## src/rtl/password_pkg.sv

```systemverilog
// Shared types and constants for the password change controller.
package password_pkg;

   localparam int PW_W = 4;

   typedef enum logic [2:0] {
      ST_IDLE       = 3'd0,
      ST_VERIFY_OLD = 3'd1,
      ST_ENTER_NEW  = 3'd2,
      ST_CONFIRM    = 3'd3,
      ST_COMMIT     = 3'd4,
      ST_FAIL       = 3'd5,
      ST_LOCKOUT    = 3'd6
   } state_t;

   localparam logic [7:0] DISP_IDLE       = 8'h00;
   localparam logic [7:0] DISP_VERIFY_OLD = 8'h01;
   localparam logic [7:0] DISP_ENTER_NEW  = 8'h02;
   localparam logic [7:0] DISP_CONFIRM    = 8'h03;
   localparam logic [7:0] DISP_COMMIT     = 8'hC0;
   localparam logic [7:0] DISP_FAIL       = 8'hEE;
   localparam logic [7:0] DISP_LOCKOUT    = 8'hFF;

   // Status code shown on the 7-segment display for each state.
   function automatic logic [7:0] disp_of(input state_t s);
      case (s)
         ST_IDLE:       return DISP_IDLE;
         ST_VERIFY_OLD: return DISP_VERIFY_OLD;
         ST_ENTER_NEW:  return DISP_ENTER_NEW;
         ST_CONFIRM:    return DISP_CONFIRM;
         ST_COMMIT:     return DISP_COMMIT;
         ST_FAIL:       return DISP_FAIL;
         ST_LOCKOUT:    return DISP_LOCKOUT;
         default:       return DISP_IDLE;
      endcase
   endfunction

   // States where the user is typing and the inactivity timeout applies.
   function automatic logic is_entry(input state_t s);
      return (s == ST_VERIFY_OLD) || (s == ST_ENTER_NEW) || (s == ST_CONFIRM);
   endfunction

endpackage

```

## src/rtl/btn_debounce.sv

```systemverilog
// Button conditioning: 2-FF synchroniser, stability counter, rising-edge pulse.
// A button held through reset is not reported until it has been seen released.
module btn_debounce #(
   parameter int unsigned DEBOUNCE_CYCLES = 1_000_000
) (
   input  logic clk,
   input  logic rst_n,
   input  logic btn_raw,
   output logic press
);

   localparam int CNT_W = $clog2(DEBOUNCE_CYCLES) + 1;
   localparam logic [CNT_W-1:0] CNT_LOAD = CNT_W'(DEBOUNCE_CYCLES - 1);

   logic             sync_a;
   logic             sync_b;
   logic [1:0]       fill;
   logic             level;
   logic             armed;
   logic [CNT_W-1:0] cnt;

   // Synchroniser; fill marks when sync_b carries real input rather than reset value.
   always_ff @(posedge clk or negedge rst_n) begin
      if (!rst_n) begin
         sync_a <= 1'b0;
         sync_b <= 1'b0;
         fill   <= 2'b00;
      end else begin
         sync_a <= btn_raw;
         sync_b <= sync_a;
         fill   <= {fill[0], 1'b1};
      end
   end

   // Level follows sync_b only after it differs for DEBOUNCE_CYCLES samples in a row.
   always_ff @(posedge clk or negedge rst_n) begin
      if (!rst_n) begin
         level <= 1'b0;
         armed <= 1'b0;
         cnt   <= '0;
         press <= 1'b0;
      end else begin
         press <= 1'b0;
         if (fill[1] && !sync_b) begin
            armed <= 1'b1;
         end
         if (sync_b == level) begin
            cnt <= CNT_LOAD;
         end else if (cnt == '0) begin
            level <= sync_b;
            press <= sync_b & armed;
            cnt   <= CNT_LOAD;
         end else begin
            cnt <= cnt - CNT_W'(1);
         end
      end
   end

endmodule

```

## src/rtl/password_change_ctrl.sv

```systemverilog
// Password change sequencer: verify old, enter new, confirm, commit.
//
// state         | meaning
// --------------+------------------------------------------------------
// ST_IDLE       | waiting for a press to start a change
// ST_VERIFY_OLD | next press must present the current password
// ST_ENTER_NEW  | next press captures the candidate password
// ST_CONFIRM    | next press must repeat the candidate
// ST_COMMIT     | single cycle: candidate written to stored_pw
// ST_FAIL       | wrong entry, held for FAIL_HOLD_CYCLES
// ST_LOCKOUT    | third consecutive failure, held for LOCK_CYCLES
module password_change_ctrl
   import password_pkg::*;
#(
   parameter logic [PW_W-1:0] DEFAULT_PW       = 4'h0,
   parameter int unsigned     DEBOUNCE_CYCLES  = 1_000_000,
   parameter int unsigned     TIMEOUT_CYCLES   = 500_000_000,
   parameter int unsigned     FAIL_HOLD_CYCLES = 100_000_000,
   parameter int unsigned     LOCK_CYCLES      = 1_000_000_000
) (
   input  logic            clk,
   input  logic            rst_n,
   input  logic            btn_set,
   input  logic [PW_W-1:0] sw_in,
   output logic [PW_W-1:0] stored_pw,
   output logic [7:0]      disp_code,
   output logic            busy,
   output logic            done,
   output logic            error
);

   localparam int TO_W = $clog2(TIMEOUT_CYCLES) + 1;
   localparam int FH_W = $clog2(FAIL_HOLD_CYCLES) + 1;
   localparam int LK_W = $clog2(LOCK_CYCLES) + 1;
   localparam logic [TO_W-1:0] TO_LOAD = TO_W'(TIMEOUT_CYCLES - 1);
   localparam logic [FH_W-1:0] FH_LOAD = FH_W'(FAIL_HOLD_CYCLES - 1);
   localparam logic [LK_W-1:0] LK_LOAD = LK_W'(LOCK_CYCLES - 1);

   state_t            state;
   state_t            state_nxt;
   logic              press;
   logic              fail_evt;
   logic [PW_W-1:0]   new_tmp;
   logic [1:0]        fail_cnt;
   logic [TO_W-1:0]   to_cnt;
   logic [FH_W-1:0]   fh_cnt;
   logic [LK_W-1:0]   lk_cnt;

   btn_debounce #(
      .DEBOUNCE_CYCLES (DEBOUNCE_CYCLES)
   ) u_debounce (
      .clk     (clk),
      .rst_n   (rst_n),
      .btn_raw (btn_set),
      .press   (press)
   );

   // State register.
   always_ff @(posedge clk or negedge rst_n) begin
      if (!rst_n) begin
         state <= ST_IDLE;
      end else begin
         state <= state_nxt;
      end
   end

   // Next-state decode; a press always takes priority over a timeout expiry.
   always_comb begin
      state_nxt = state;
      fail_evt  = 1'b0;
      case (state)
         ST_IDLE: begin
            if (press) state_nxt = ST_VERIFY_OLD;
         end
         ST_VERIFY_OLD: begin
            if (press) begin
               if (sw_in == stored_pw) state_nxt = ST_ENTER_NEW;
               else                    fail_evt  = 1'b1;
            end else if (to_cnt == '0) begin
               state_nxt = ST_IDLE;
            end
         end
         ST_ENTER_NEW: begin
            if (press)              state_nxt = ST_CONFIRM;
            else if (to_cnt == '0)  state_nxt = ST_IDLE;
         end
         ST_CONFIRM: begin
            if (press) begin
               if (sw_in == new_tmp) state_nxt = ST_COMMIT;
               else                  fail_evt  = 1'b1;
            end else if (to_cnt == '0) begin
               state_nxt = ST_IDLE;
            end
         end
         ST_COMMIT: begin
            state_nxt = ST_IDLE;
         end
         ST_FAIL: begin
            if (fh_cnt == '0) state_nxt = ST_IDLE;
         end
         ST_LOCKOUT: begin
            if (lk_cnt == '0) state_nxt = ST_IDLE;
         end
         default: begin
            state_nxt = ST_IDLE;
         end
      endcase
      if (fail_evt) begin
         state_nxt = (fail_cnt == 2'd2) ? ST_LOCKOUT : ST_FAIL;
      end
   end

   // Status outputs decoded from the current state only.
   always_comb begin
      disp_code = disp_of(state);
      busy      = (state != ST_IDLE);
      done      = (state == ST_COMMIT);
      error     = (state == ST_FAIL) || (state == ST_LOCKOUT);
   end

   // Password registers and consecutive-failure counter.
   always_ff @(posedge clk or negedge rst_n) begin
      if (!rst_n) begin
         stored_pw <= DEFAULT_PW;
         new_tmp   <= '0;
         fail_cnt  <= 2'd0;
      end else begin
         if (state == ST_ENTER_NEW && press) begin
            new_tmp <= sw_in;
         end
         if (state == ST_COMMIT) begin
            stored_pw <= new_tmp;
            fail_cnt  <= 2'd0;
         end else if (fail_evt) begin
            fail_cnt <= fail_cnt + 2'd1;
         end else if (state == ST_LOCKOUT && state_nxt == ST_IDLE) begin
            fail_cnt <= 2'd0;
         end
      end
   end

   // Saturating down-counters: inactivity timeout, fail hold, lockout hold.
   always_ff @(posedge clk or negedge rst_n) begin
      if (!rst_n) begin
         to_cnt <= '0;
         fh_cnt <= '0;
         lk_cnt <= '0;
      end else begin
         if (is_entry(state_nxt) && (state_nxt != state || press)) begin
            to_cnt <= TO_LOAD;
         end else if (to_cnt != '0) begin
            to_cnt <= to_cnt - TO_W'(1);
         end

         if (state_nxt == ST_FAIL && state != ST_FAIL) begin
            fh_cnt <= FH_LOAD;
         end else if (fh_cnt != '0) begin
            fh_cnt <= fh_cnt - FH_W'(1);
         end

         if (state_nxt == ST_LOCKOUT && state != ST_LOCKOUT) begin
            lk_cnt <= LK_LOAD;
         end else if (lk_cnt != '0) begin
            lk_cnt <= lk_cnt - LK_W'(1);
         end
      end
   end

endmodule

```

## config.mk

```make
export PLATFORM = sky130hd
export DESIGN_NAME = password_change_ctrl
export DESIGN_NICKNAME = d
export VERILOG_FILES = /design/src/rtl/password_pkg.sv /design/src/rtl/btn_debounce.sv /design/src/rtl/password_change_ctrl.sv
export SDC_FILE = /design/constraint.sdc
export NUM_CORES = 1
export LEC_CHECK = 0
export ABC_AREA = 0
export BUFFER_PORTS_ARGS = -buffer_cell sky130_fd_sc_hd__buf_2
export CAP_MARGIN = 10
export CORE_ASPECT_RATIO = 1.2
export CORE_MARGIN = 2
export CORE_UTILIZATION = 46
export DETAILED_ROUTE_END_ITERATION = 16
export HOLD_SLACK_MARGIN = 0.02
export SLEW_MARGIN = 20
export SYNTH_ARGS = -nofsm -noshare
export SYNTH_HDL_FRONTEND = slang
export SYNTH_SLANG_ARGS = --single-unit
```

## constraint.sdc

```tcl
create_clock -name clk -period 7.4 [get_ports clk]
set_clock_uncertainty 0.1 [all_clocks]
set_input_delay 1.11 -clock clk [delete_from_list [all_inputs] [get_ports clk]]
set_output_delay 1.11 -clock clk [all_outputs]
set_load 0.01 [all_outputs]
```

# Word-level counts from Yosys, hierarchy flattened
# Index checks and enable logic that the tools add are counted.
[classes] n_reduce_logical=26 bitwise=2 mux=31 n_addsub=5 n_eq_ne=18
[op_table] operator="$mux 31" count=2
[op_table] operator="$mux 30" count=2
[op_table] operator="$mux 28" count=2
[op_table] operator="$pmux 8 s6" count=1
[op_table] operator="$mux 21" count=2
[op_table] operator="$logic_not 31->1" count=1
[op_table] operator="$reduce_bool 31->1" count=1
[op_table] operator="$sub 31x1->31 const B" count=1
[op_table] operator="$logic_not 30->1" count=1
[op_table] operator="$mux 3" count=10
[op_table] operator="$reduce_bool 30->1" count=1
[op_table] operator="$sub 30x1->30 const B" count=1
[op_table] operator="$logic_not 28->1" count=1
[op_table] operator="$reduce_bool 28->1" count=1
[op_table] operator="$sub 28x1->28 const B" count=1
[op_table] operator="$logic_not 21->1" count=1
[op_table] operator="$sub 21x1->21 const B" count=1
[op_table] operator="$pmux 3 s6" count=1
[op_table] operator="$eq 3x3->1 const B" count=5
[op_table] operator="$eq 3x2->1 const B" count=4
[op_table] operator="$eq 4x4->1" count=2
[op_table] operator="$mux 2" count=4
[op_table] operator="$eq 3x1->1 const B" count=2
[op_table] operator="$logic_and 1x1->1" count=6
[op_table] operator="15 further kinds" count=28
[word_totals] word_cells=96 in_bits=7 out_inout_bits=15 reg_bits=130

# Longest topological paths before layout
[depth] depth_word=10 ltp_mapped=9 mapped_depth_nobuf=8

# By module
# From an unflattened synthesis, not the netlist that was laid out.
[hier_totals] hier_cells=670 area_unflattened_um2=6640.1
[by_module_without_submodules] mod="password_change_ctrl" instances=1 cells_each=547 seq_area_each_um2=2552.4 area_each_um2=5291.3
[by_module_without_submodules] mod="btn_debounce" instances=1 cells_each=123 seq_area_each_um2=700.7 area_each_um2=1348.8

# Worst setup path before layout
# Ideal clock, no wire load.
[synth_timing] path_kind="input port to flip-flop" startpoint="input sw_in[0]" endpoint="register to_cnt[7]" setup_time_ns=0.087 arrival_time_ns=2.793 cell_stages=7 required_time_ns=7.213 setup_slack_ns=4.421 n_path_buf=1 cell_sequence="xor2_1 o41a_1 o211ai_1 a31oi_1 or3_1 buf_2 o211ai_1"
[synth_via] elab_chain_cells=10 word_cells_on_any_way=23 cone_classes="eq/ne (6); mux (12); reduce/logical (5)"
[synth_rtl] element="from (decl)" line="password_change_ctrl.sv:24" text="input logic [PW_W-1:0] sw_in,"
[synth_rtl] element="$eq 4x4->1, on equally long branches" line="password_change_ctrl.sv:89, password_change_ctrl.sv:77"
[synth_rtl] element="$mux 3 (tied with other cells)" line="password_change_ctrl.sv:89" text="if (sw_in == new_tmp) state_nxt = ST_COMMIT;"
[synth_rtl] element="$mux 3 (tied with other cells)" line="password_change_ctrl.sv:88" text="if (press) begin"
[synth_rtl] element="$pmux 3 s6 / $pmux 1 s2 (equally long branches)" line="password_change_ctrl.sv:71" text="case (state)"
[synth_rtl] element="$mux 3 *" line="password_change_ctrl.sv:108" text="if (fail_evt) begin"
[synth_rtl] element="$eq 3x1->1 / $eq 3x2->1 (equally long branches)" line="password_pkg.sv:40" text="return (s == ST_VERIFY_OLD) || (s == ST_ENTER_NEW) || (s == ST_CONFIRM);"
[synth_rtl] element="$logic_or 1x1->1 (2 in series)" line="password_pkg.sv:40"
[synth_rtl] element="$logic_and 1x1->1 *" line="password_change_ctrl.sv:149" text="if (is_entry(state_nxt) && (state_nxt != state || press)) begin"
[synth_rtl] element="$mux 30 / $reduce_bool 2->1 (equally long branches)"
[synth_rtl] element="to (signal assigned)" line="password_change_ctrl.sv:152" text="to_cnt <= to_cnt - TO_W'(1);"
[synth_rtl] element="to (decl)" line="password_change_ctrl.sv:45" text="logic [TO_W-1:0] to_cnt;"
# Mark *: on every way between the ends. The rest lies on a longest branch, timed or not.
# A chain may end at the register's enable or synchronous reset.

# Final worst setup path
[layout_timing] startpoint="input sw_in[0]" endpoint="register to_cnt[5]"
[layout_via] elab_chain_cells=10 word_cells_on_any_way=23 cone_classes="eq/ne (6); mux (12); reduce/logical (5)"
[layout_rtl] element="$eq 4x4->1, on equally long branches" line="password_change_ctrl.sv:89, password_change_ctrl.sv:77"
[layout_rtl] element="$mux 3 (tied with other cells)" line="password_change_ctrl.sv:89"
[layout_rtl] element="$mux 3 (tied with other cells)" line="password_change_ctrl.sv:88"
[layout_rtl] element="$pmux 3 s6 / $pmux 1 s2 (equally long branches)" line="password_change_ctrl.sv:71"
[layout_rtl] element="$mux 3 *" line="password_change_ctrl.sv:108"
[layout_rtl] element="via state_nxt[0]" line="password_change_ctrl.sv:40" text="state_t state_nxt;"
[layout_rtl] element="$eq 3x1->1 / $eq 3x2->1 (equally long branches)" line="password_pkg.sv:40"
[layout_rtl] element="$logic_or 1x1->1 (2 in series)" line="password_pkg.sv:40"
[layout_rtl] element="$logic_and 1x1->1 *" line="password_change_ctrl.sv:149"
[layout_rtl] element="$mux 30 / $reduce_bool 2->1 (equally long branches)"
# Mark *: on every way through the listed nets, which the timed path passes. The rest lies on a longest branch.

==> impl_metrics.json <==
{
  "fillers": 1335,
  "ys_top_cells_by_area": "dfrtp_1 (48%), xnor2_1 (8.0%), nor2_1 (3.5%)",
  "ys.flop_type": "dfrtp_1",
  "finalWirelength_mm": 14.0,
  "syn_nets": 704,
  "clkSinkCount": 130,
  "layout_common_cells": "dfrtp_1 (130), nor2_1 (63), xnor2_1 (62), nand2_1 (61), nor3_1 (36)",
  "root_buffer": "clkbuf_16",
  "avgSynthCellArea_sq_um": 9.76,
  "hold_violations": 0,
  "top_layer_used": "met5",
  "wl_per_cell_um": 15.6,
  "vias": 5165,
  "cp.arrival_ps": 3700,
  "crit_path_max_fanout": 20,
  "synth_top_cell_area_share": 0.482,
  "hp-class": "reg2reg",
  "final_max_slew_viol_count": 0,
  "start_util": 0.471,
  "syn_inst": 692,
  "hp-start": "u_debounce.fill[0]$_DFF_PN0_",
  "syn2layout_area_growth_pct": 12.3,
  "cp_data_required_time_ps": 7560,
  "fmaxAchievable_ghz": 0.282,
  "timing.hold.worst_endpoint": "u_debounce.fill[1]$_DFF_PN0_",
  "status": "completed",
  "cts_resized": 0,
  "die_h_um": 137,
  "die_w_um": 115,
  "syn_area_sq_um": 6760,
  "cts_made_buffers": 17,
  "clk_pin_slew_ps": 60,
  "multi_input_area_sq_um": 3290,
  "ys_types": 55,
  "endpoint_kind": "register",
  "ant_nets": 0,
  "wl_met3_um": 415,
  "wl_met1_mm": 6.43,
  "synth_seq_cells": 130,
  "drtIter0Drc": 306,
  "grt_pass1_vias": 5146,
  "cts_tree": "yes",
  "utilization": 0.529,
  "p_per_area_nw_per_um2": 210,
  "yosys_warnings": 0,
  "ctsHoldBuffers": 0,
  "grt_max_degree": 70,
  "die_area_sq_um": 15700,
  "portBuffers": 21,
  "final.setup.worst_slack_ps": 3850,
  "r2r.worst_path.cells": 6,
  "r2r_end": "to_cnt[5]$_DFFE_PN0P_",
  "io_pins": 22,
  "firstDrtPassIters": 6,
  "h-tree-depth": 4,
  "core_sq_um": 14400,
  "clkLatencyLatePin_ps": 430,
  "synth_area_leader_cell": "dfrtp_1",
  "overflow": 0,
  "critPathLaunchType": "input pin",
  "rr_startpoint": "fh_cnt[3]$_DFFE_PN0P_",
  "synth_enable_flop_cells": 0,
  "cts_setup_buffers": 0,
  "peakVddDrop_v": 0.000181,
  "whs_path_depth": 0,
  "r2r_slack_ps": 3870,
  "track_usage": 0.193,
  "setup_tns_ps": 0,
  "setup_viol": 0,
  "antenna_cells": 0,
  "async_flop_share": 1.00,
  "drc": 0,
  "cap_violations": 0,
  "gp_congestion": 0.803,
  "fin_crit_ps": 3550,
  "p_total_w": 0.00159,
  "tightest_slew_ps": 1070,
  "grt_pass1_wl_mm": 23.9,
  "maxSlewHeadroom": 0.290,
  "clockBufferDepth": 2,
  "ys_seq_area_frac": 0.482,
  "seq_area_sq_um": 3250,
  "post-route-period-util": 0.479,
  "final_common_cell": "dfrtp_1",
  "drive_above_1_share": 0.126,
  "nets": 721,
  "vias_per_cell": 5.76,
  "crit_type": "in2reg",
  "route.met2.wl_mm": 6.89,
  "dp_hpwl_mm": 9.55,
  "place_ws_ps": 3360,
  "antenna_found_initial": 1,
  "p_leak_nw": 2.55,
  "whs_ps": 251,
  "rows": 48,
  "rsz0062_at_grt": "no"
}
power breakdown:
part           internal, W  switching [W]   total, W
sequential        0.000714     0.00000236   0.000716
combinational   0.00000474      0.0000193  0.0000240
clock             0.000535       0.000319   0.000855
total              0.00125       0.000341    0.00159
per-stage QoR:
stage / instances / instance area (sq um)
2_1_floorplan: 692 / 6760
6_report: 897 / 7590
4_1_cts: 897 / 7590
3_3_place_gp: 865 / 6980
3_5_place_dp: 865 / 6980
5_1_grt: 897 / 7590
worst max-delay path by stage:
stage / from / endpoint / slack (ps) / cells after the start
after floorplan: sw_in[0] / to_cnt[7]$_DFFE_PN0P_ / 4420 / 7
after global placement: sw_in[0] / to_cnt[24]$_DFFE_PN0P_ / 3440 / 8
after detailed placement: sw_in[0] / to_cnt[22]$_DFFE_PN0P_ / 3360 / 8
after CTS: sw_in[0] / to_cnt[6]$_DFFE_PN0P_ / 3830 / 8
after global routing: fh_cnt[9]$_DFFE_PN0P_ / to_cnt[7]$_DFFE_PN0P_ / 3580 / 6
final: sw_in[0] / to_cnt[5]$_DFFE_PN0P_ / 3850 / 8
per-layer routing:
layer | GRT usage | vias up
met5 | 0 | -
met4 | 0.0799 | 2
met3 | 0.0465 | 22
met2 | 0.320 | 66
met1 | 0.242 | 2549
li1 | - | 2526
logic make-up after synthesis:
group | synth area share
AND/OR/NAND/NOR | 0.260
flip-flops | 0.482
other | 0.000555
multiplexers | 0.0194
adder cells (fa/ha/maj) | 0.00926
buffers and inverters | 0.0311
AO/OA/AOI/OAI | 0.0843
XOR/XNOR | 0.114
worst max-delay path, stage by stage:
cell       delay, ps
buf_2            120
xor2_1           140
o41a_1           450
o211ai_1         250
buf_4            300
nand4_1          220
a2111oi_4        890
o21ai_0          230
final cells by class:
class,count,share of cell area
Clock buffer,18,0.0579
Clock inverter,14,0.0214
Inverter,16,0.00792
Multi-Input combinational cell,516,0.434
Sequential cell,130,0.429
Tap cell,175,0.0289
Timing Repair Buffer,28,0.0211
Yosys cell counts (all sizes together), types with 2 or more instances:
master  instances
nand2b          8
buf            11
and2            2
nor4b           2
o31ai           9
nand3          20
nand3b          2
or2             7
a2111o          2
a21oi          19
mux2            9
nand4          19
and3            4
o211ai          9
nor2b           4
nor4           39
or4            22
o22ai           3
or3            30
clkbuf         19
ha              5
o41ai           3
mux2i           3
xor2           26
dfrtp         130
nand2          61
inv            15
xnor2          62
o21ai          33
nor3           37
nor2           63
flip-flops by register name, summed over array words and instances (netlist names), 2 cells and up:
signal / cells
stored_pw: 4
state: 3
u_debounce.cnt: 21
new_tmp: 4
to_cnt: 30
fh_cnt: 28
lk_cnt: 31
fail_cnt: 2
u_debounce.fill: 2
(Power assumes the default switching activity.)
